### config.mk
export PLATFORM = sky130hd
export DESIGN_NAME = p2m_pack_indication_deser
export DESIGN_NICKNAME = d
export VERILOG_FILES = /design/src/rtl/p2m_pack_indication_deser.sv
export SDC_FILE = /design/constraint.sdc
export NUM_CORES = 1
export LEC_CHECK = 0
export CORE_MARGIN = 2
export CORE_UTILIZATION = 32
export CTS_BUF_LIST = sky130_fd_sc_hd__clkbuf_8 sky130_fd_sc_hd__clkbuf_16
export DETAILED_ROUTE_END_ITERATION = 10
export GPL_ROUTABILITY_DRIVEN = 0
export PLACE_DENSITY = 0.65
export REMOVE_ABC_BUFFERS = 1
export SYNTH_ARGS = -nofsm -noshare
export SYNTH_HDL_FRONTEND = slang
export SYNTH_SLANG_ARGS = --single-unit
### constraint.sdc
create_clock -name CLK -period 3.35 [get_ports CLK]
set_input_delay 0.335 -clock CLK [delete_from_list [all_inputs] [get_ports CLK]]
set_output_delay 0.335 -clock CLK [all_outputs]
set_load 0.05 [all_outputs]
### src/rtl/p2m_pack_indication_deser.sv
// p2m_pack_indication_deser
//   Receive side of the PackIndication method-to-pipe packer. Collects
//   32-bit beats from a PipeIn-style enq stream, checks the header, rebuilds
//   one heard() call and offers it on a PackIndication client port.
//   Messages whose header does not match are skipped in full and counted
//   in a saturating error counter.
//
// Ports
//   CLK                in   clock, all logic on rising edge
//   nRST               in   synchronous reset, active-high
//   pipe_enq__ENA      in   beat valid
//   pipe_enq_v         in   beat data [31:0]
//   pipe_enq__RDY      out  beat may be accepted (decoded from state only)
//   heard__ENA         out  call valid
//   heard_v            out  payload word [31:0]
//   heard_write_count  out  write count [15:0]
//   heard_read_count   out  read count [15:0]
//   heard_seqno        out  sequence number [31:0]
//   heard__RDY         in   sink accepts call
//   err_count          out  dropped-message count [ERR_W-1:0], saturating
//
// State | meaning
// ------+-------------------------------------------------------------
// HDR   | waiting for a header beat
// PAY   | collecting payload beats of an accepted message
// DELIV | call presented on heard port, input stalled
// DROP  | swallowing the remaining beats of a rejected message

module p2m_pack_indication_deser #(
  parameter logic [15:0] METHOD_ID = 16'd3,
  parameter logic [15:0] MSG_BEATS = 16'd5,
  parameter int          ERR_W     = 8
) (
  input  logic             CLK,
  input  logic             nRST,
  input  logic             pipe_enq__ENA,
  input  logic [31:0]      pipe_enq_v,
  output logic             pipe_enq__RDY,
  output logic             heard__ENA,
  output logic [31:0]      heard_v,
  output logic [15:0]      heard_write_count,
  output logic [15:0]      heard_read_count,
  output logic [31:0]      heard_seqno,
  input  logic             heard__RDY,
  output logic [ERR_W-1:0] err_count
);

  typedef enum logic [1:0] {
    HDR   = 2'd0,
    PAY   = 2'd1,
    DELIV = 2'd2,
    DROP  = 2'd3
  } state_t;

  localparam logic [ERR_W-1:0] ERR_ONE = {{(ERR_W-1){1'b0}}, 1'b1};

  state_t           state_q, state_d;
  logic [15:0]      beat_cnt_q, beat_cnt_d;
  logic [15:0]      remaining_q, remaining_d;
  logic [ERR_W-1:0] err_count_q, err_count_d;
  logic [31:0]      v_q, v_d;
  logic [15:0]      wc_q, wc_d;
  logic [15:0]      rc_q, rc_d;
  logic [31:0]      seqno_q, seqno_d;

  logic             rdy;
  logic             accept;
  logic [15:0]      hdr_len;
  logic [15:0]      hdr_id;
  logic [ERR_W-1:0] err_inc;

  assign hdr_len = pipe_enq_v[31:16];
  assign hdr_id  = pipe_enq_v[15:0];

  // Saturate instead of wrapping so a flood of bad headers stays visible.
  assign err_inc = (err_count_q == {ERR_W{1'b1}}) ? err_count_q : err_count_q + ERR_ONE;

  always_comb begin
    state_d     = state_q;
    beat_cnt_d  = beat_cnt_q;
    remaining_d = remaining_q;
    err_count_d = err_count_q;
    v_d         = v_q;
    wc_d        = wc_q;
    rc_d        = rc_q;
    seqno_d     = seqno_q;

    // Ready depends on state alone, so heard__RDY never reaches pipe_enq__RDY.
    rdy    = (state_q != DELIV);
    accept = pipe_enq__ENA & rdy;

    unique case (state_q)
      HDR: begin
        if (accept) begin
          if (hdr_id == METHOD_ID && hdr_len == MSG_BEATS) begin
            state_d    = PAY;
            beat_cnt_d = 16'd1;
          end else if (hdr_len <= 16'd1) begin
            // Header-only message: nothing left to skip.
            err_count_d = err_inc;
          end else begin
            state_d     = DROP;
            remaining_d = hdr_len - 16'd1;
            err_count_d = err_inc;
          end
        end
      end

      PAY: begin
        if (accept) begin
          case (beat_cnt_q)
            16'd1: v_d = pipe_enq_v;
            16'd2: begin
              wc_d = pipe_enq_v[31:16];
              rc_d = pipe_enq_v[15:0];
            end
            16'd3: seqno_d = pipe_enq_v;
            default: ;
          endcase
          beat_cnt_d = beat_cnt_q + 16'd1;
          if (beat_cnt_q == MSG_BEATS - 16'd1) begin
            state_d = DELIV;
          end
        end
      end

      DELIV: begin
        if (heard__RDY) begin
          state_d = HDR;
        end
      end

      DROP: begin
        if (accept) begin
          remaining_d = remaining_q - 16'd1;
          if (remaining_q == 16'd1) begin
            state_d = HDR;
          end
        end
      end

      default: state_d = HDR;
    endcase
  end

  always_ff @(posedge CLK) begin
    if (nRST) begin
      state_q     <= HDR;
      beat_cnt_q  <= 16'd0;
      remaining_q <= 16'd0;
      err_count_q <= '0;
      v_q         <= 32'd0;
      wc_q        <= 16'd0;
      rc_q        <= 16'd0;
      seqno_q     <= 32'd0;
    end else begin
      state_q     <= state_d;
      beat_cnt_q  <= beat_cnt_d;
      remaining_q <= remaining_d;
      err_count_q <= err_count_d;
      v_q         <= v_d;
      wc_q        <= wc_d;
      rc_q        <= rc_d;
      seqno_q     <= seqno_d;
    end
  end

  assign pipe_enq__RDY     = rdy;
  assign heard__ENA        = (state_q == DELIV);
  assign heard_v           = v_q;
  assign heard_write_count = wc_q;
  assign heard_read_count  = rc_q;
  assign heard_seqno       = seqno_q;
  assign err_count         = err_count_q;

endmodule

# After elaboration in Yosys (flattened, before gate mapping)
# Cells that the tools add are included.
word_totals:
  reg_bits: 138
  elab_cells: 67
op_classes:
  eq_ne: 22
  magnitude_cmp: 1
  n_reduce_logical: 11
  n_addsub: 4
  mux: 18
  bitwise: 3
ops:
  columns: ["operator", "n"]
  rows:
  - ["$mux 16", 7]
  - ["$pmux 16 s2", 2]
  - ["$eq 16x2->1 const B", 3]
  - ["$eq 16x1->1 const B", 2]
  - ["$eq 16x3->1 const B", 2]
  - ["$sub 16x1->16 const B", 2]
  - ["$ne 2x2->1 const B", 9]
  - ["$add 16x1->16 const B", 1]
  - ["$le 16x1->1 const B", 1]
  - ["$mux 2", 8]
  - ["$reduce_and 3->1", 3]
  - ["$add 8x1->8 const B", 1]
  - ["$eq 8x8->1 const B", 1]
  - ["$pmux 2 s4", 1]
  - ["$reduce_and 4->1", 2]
  - ["$reduce_and 7->1", 1]
  - ["$reduce_and 5->1", 1]
  - ["$eq 2x2->1 const B", 2]
  - ["$reduce_bool 2->1", 2]
  - ["$ne 3x3->1 const B", 1]
  - ["$eq 2x1->1 const B", 1]
  - ["$logic_not 2->1", 1]
  - ["$ne 2x1->1 const B", 1]
  - ["$not 1->1", 2]
  - ["other kinds (2)", 2]

# Depth between registers and ports, before layout
depth:
  depth_word: 5
  mapped_depth: 8

# Worst setup path after synthesis
# No wires, ideal clock.
synth_timing:
  path_type: "in2reg"
  start: "input pipe_enq_v[25]"
  end: "register beat_cnt_q[5]"
  slack_ns: 1.159
  setup_ns: 0.122
  t_required_ns: 3.228
  stages: 7
  t_arrival_ns: 2.070
  cell_sequence: "buf_2 -> or4_4 -> or3_4 -> nor4_4 -> buf_6 -> or3_1 -> mux2i_1"
synth_via:
  elab_chain_len: 4
synth_rtl:
  columns: ["element", "line_no", "rtl"]
  rows:
  - ["from (decl)", "37", "input logic [31:0] pipe_enq_v,"]
  - ["$eq 16x3->1", "95", "if (hdr_id == METHOD_ID && hdr_len == MSG_BEATS) begin"]
  - ["$logic_and 1x1->1", "95", null]
  - ["$ne 2x2->1 (no line)", null, null]
  - ["$reduce_and 4->1 (no line)", null, null]
  - ["to (signal assigned)", "158", "beat_cnt_q <= beat_cnt_d;"]
  - ["to (decl)", "58", "logic [15:0] beat_cnt_q, beat_cnt_d;"]
# Every way passes these cells.
# A chain may end at the register's enable or synchronous reset.

# Final worst setup path
layout_timing:
  start: "input pipe_enq_v[24]"
  end: "register err_count_q[3] (netlist: err_count[3])"
layout_via:
  elab_chain_len: 4
layout_rtl:
  columns: ["element", "line_no", "rtl"]
  rows:
  - ["$eq 16x3->1", "95", null]
  - ["$logic_and 1x1->1", "95", null]
  - ["$not 1->1 (no line)", null, null]
  - ["$reduce_and 4->1 (no line)", null, null]
  - ["to (signal assigned)", "160", "err_count_q <= err_count_d;"]
  - ["to (decl)", "60", "logic [ERR_W-1:0] err_count_q, err_count_d;"]
# Every way passes these cells.

==> results.toml <==
[clock_tree]
max-clock-path-buffers = 2
clock_tree_from_tritoncts = "built"
htree_levels = 4
cts_post_setup_buffers_inserted = 0
cts_resized = 0
clkLatencyLatePin_ns = 0.42
cts_hold_buffers = 0
cts_buffers = 17
clkSlewWorstSetupHoldPaths_ns = 0.06
clock-root-buffer = "sky130_fd_sc_hd__clkbuf_16"
cts_num_sinks = 138

[pwr]
irDropWorstVdd_uv = 360.7
internal_power_w = 0.002932
share_seq_of_total_power = 0.424
pwr-share-clk = 0.448
powerDensity_mw_per_mm2 = 465.2
power.switching_fraction = 0.2806
comb_power_share = 0.128
p_total_w = 0.004076
p_leak_nw = 3.823
netSwitchingPower_w = 0.001144

[cells_and_area]
most_common_cell_after_layout_fill_and_taps_aside = "sky130_fd_sc_hd__clkdlybuf4s50_1"
areaGrowthSynthToFinish_pct = 34.60
final_area_mm2 = 0.008761
utilization = 0.4358
sequential_cell_area_mm2 = 0.002763
total_area_of_multi_input_combinational_cells_mm2 = 0.003463
most_frequent_cells_in_the_layout = "sky130_fd_sc_hd__clkdlybuf4s50_1 (140), sky130_fd_sc_hd__dfxtp_1 (138), sky130_fd_sc_hd__nor2_1 (122)"
layout.cells.non_filler = 1130
n_antenna_cell = 0
design.final.nets = 892
post_route_cells_drive_above_1_share = 0.09419
fill_cells = 1963

[synth]
synth.area.top_cells = "sky130_fd_sc_hd__dfxtp_1 (42%), sky130_fd_sc_hd__mux2i_1 (17%), sky130_fd_sc_hd__nor2_1 (7.0%)"
post_synthesis_mean_instance_area_um2 = 9.065
synth-seq-cells = 138
count_of_flip_flops_with_a_built_in_enable_after_synthesis = 0
yosysUniqueCellTypes = 65
share_of_the_yosys_chip_area_belonging_to_registers = 0.4245
synthesis.area_mm2 = 0.006509
synth_flop_cell = "sky130_fd_sc_hd__dfxtp_1"
synth_top_cell_area_share = 0.4245
synthesis.yosys.warnings = 0
yosysTopAreaCell = "sky130_fd_sc_hd__dfxtp_1"
ys_async_sr_fraction = 0
synthCells = 718

[global_routing]
pin_count_of_the_biggest_net_entering_global_routing = 90
grt_use_total = 0.1685
gr-total-overflow = 0
grt_antenna_before_repair = 0
wire_length_of_the_first_global_routing_pass_um = 29500
grt_pass1_vias = 5406

[die]
io_pins = 142
number_of_standard_cell_rows_in_the_floorplan = 52
die_w_um = 146.6
die-height_um = 146.6
design.die.area_mm2 = 0.02150
fp.coreArea_mm2 = 0.02010
floorplan.initialDensity = 0.3237

[timing]
rsz0062_at_grt = "false"
timing.final.hold_violations = 0
setup_total_negative_slack_ns = 0
max_slew.worst_pin.slew_ns = 1.115
min_period_over_period = 0.7503
setup_violations = 0
finalClockSkew_ns = 0.006810
finalMaxSlewViolations = 0
max-slew-margin-rel = 0.2536
finalCriticalPeriod_ns = 2.514
fmax_mhz = 397.8

[placement]
placedInstanceArea_mm2 = 0.008187
placement.io_buffers = 141
detailedPlacementHpwl_um = 11860
dp_cells = 1098

[route]
drt_first_pass_iters = 5
drc_marker_count_from_the_first_detailed_route_iteration = 479
post-route-drc-count = 0
final_antenna_net_count = 0
routed_wl_um = 17860
route.vias.total = 5758
average_vias_per_placed_instance = 5.096
wl_per_cell_um = 15.80

[worst_setup_path]
cp_data_required_time_ns = 3.64
setup.worst_path.end_class = "flip-flop"
critPathMaxFanout = 17
crit_path_start_kind = "input pin"
crit_arrival_ns = 2.80
criticalPathCategory = "input pin to flip-flop"

[worst_hold_path]
timing.hold.worst.class = "input pin to flip-flop"

[flow_run]
max-cap-violations = 0

[outcome]
outcome = "completed"
## state kept, by name, summed over array words and instances (netlist names)
name,flops
heard_v,32
state_q,2
heard_write_count,16
err_count,8
beat_cnt_q,16
heard_read_count,16
heard_seqno,32
remaining_q,16
## logic make-up (layout without fill, tap and decap cells)
group | Yosys count | after routing | synth area share
and+or+nand+nor | 271 | 271 | 0.2101
DFF | 138 | 138 | 0.4245
muxes | 112 | 112 | 0.1722
AOI/OAI and AO/OA | 109 | 109 | 0.1140
buffers and inverters | 67 | 209 | 0.04575
xor gates and xnor gates | 12 | 12 | 0.01615
adders and majority gates | 9 | 9 | 0.01730
## routing by layer
metal	routed length, um	global-route usage	vias to the layer above
li1	-	-	2841
met1	8015	0.2198	2729
met2	8140	0.2601	174
met3	1461	0.06125	14
met4	239	0.05291	0
met5	0	0	-
## area by class of cell
type	count	share of cell area
Tap cell	270	0.03856
Multi-Input combinational cell	513	0.3953
Timing Repair Buffer	162	0.1788
Clock inverter	14	0.01542
Clock buffer	18	0.05013
Sequential cell	138	0.3153
Inverter	15	0.006427
## cell usage after synthesis, types with 2 or more instances
master,count
sky130_fd_sc_hd__a311oi_1,2
sky130_fd_sc_hd__nor4b_1,3
sky130_fd_sc_hd__clkbuf_1,31
sky130_fd_sc_hd__o211ai_1,3
sky130_fd_sc_hd__o21ai_1,2
sky130_fd_sc_hd__nand4_1,11
sky130_fd_sc_hd__or4_2,5
sky130_fd_sc_hd__and2_1,2
sky130_fd_sc_hd__buf_6,3
sky130_fd_sc_hd__o21ai_0,7
sky130_fd_sc_hd__a21oi_2,8
sky130_fd_sc_hd__xnor2_1,7
sky130_fd_sc_hd__nand2_1,27
sky130_fd_sc_hd__mux2i_1,112
sky130_fd_sc_hd__xor2_1,5
sky130_fd_sc_hd__o32ai_1,14
sky130_fd_sc_hd__or4_1,5
sky130_fd_sc_hd__inv_1,15
sky130_fd_sc_hd__nor4_1,9
sky130_fd_sc_hd__a21oi_1,43
sky130_fd_sc_hd__dfxtp_1,138
sky130_fd_sc_hd__nand3_1,32
sky130_fd_sc_hd__or3_1,18
sky130_fd_sc_hd__nor2_1,122
sky130_fd_sc_hd__a211o_1,2
sky130_fd_sc_hd__a31oi_1,4
sky130_fd_sc_hd__ha_1,9
sky130_fd_sc_hd__and4_1,3
sky130_fd_sc_hd__and3_1,9
sky130_fd_sc_hd__nor3_1,10
sky130_fd_sc_hd__buf_2,16
sky130_fd_sc_hd__o31ai_1,8
## worst paths after layout
kind,start,to,slack [ns],depth (start not counted)
setup reg to reg,remaining_q[0],remaining_q[11],1.04,5
hold / removal,nRST,heard_seqno[14],0.39,2
setup / recovery,pipe_enq_v[24],err_count[3],0.84,6
hold reg to reg,beat_cnt_q[15],beat_cnt_q[15],0.49,2
## critical path, cell delays in order
cell and delay, ns:
sky130_fd_sc_hd__clkdlybuf4s50_1 0.56, sky130_fd_sc_hd__or4_4 0.63, sky130_fd_sc_hd__or3_4 0.45, sky130_fd_sc_hd__nor3_4 0.53, sky130_fd_sc_hd__or4_2 0.24, sky130_fd_sc_hd__a21oi_2 0.05
## through the flow
stage	hold slack [ns]	worst slack [ns]
6_report	0.3878	0.8365
5_1_grt	0.3963	0.7277
4_1_cts	0.3837	0.8526
3_5_place_dp	0.4715	0.4002
3_3_place_gp	0.4589	0.4304
2_1_floorplan	0.3974	0.8644
## power by group through the flow
stage / sequential, W / clock [W] / combinational [W]
floorplan: 0.00178 / 0 / 0.000278
global placement: 0.00176 / 0 / 0.000514
detailed placement: 0.00176 / 0 / 0.000516
CTS: 0.00173 / 0.00187 / 0.000519
global route: 0.00174 / 0.00194 / 0.000570
finish: 0.00173 / 0.00183 / 0.000522
Power figures use the tool's default switching activity.
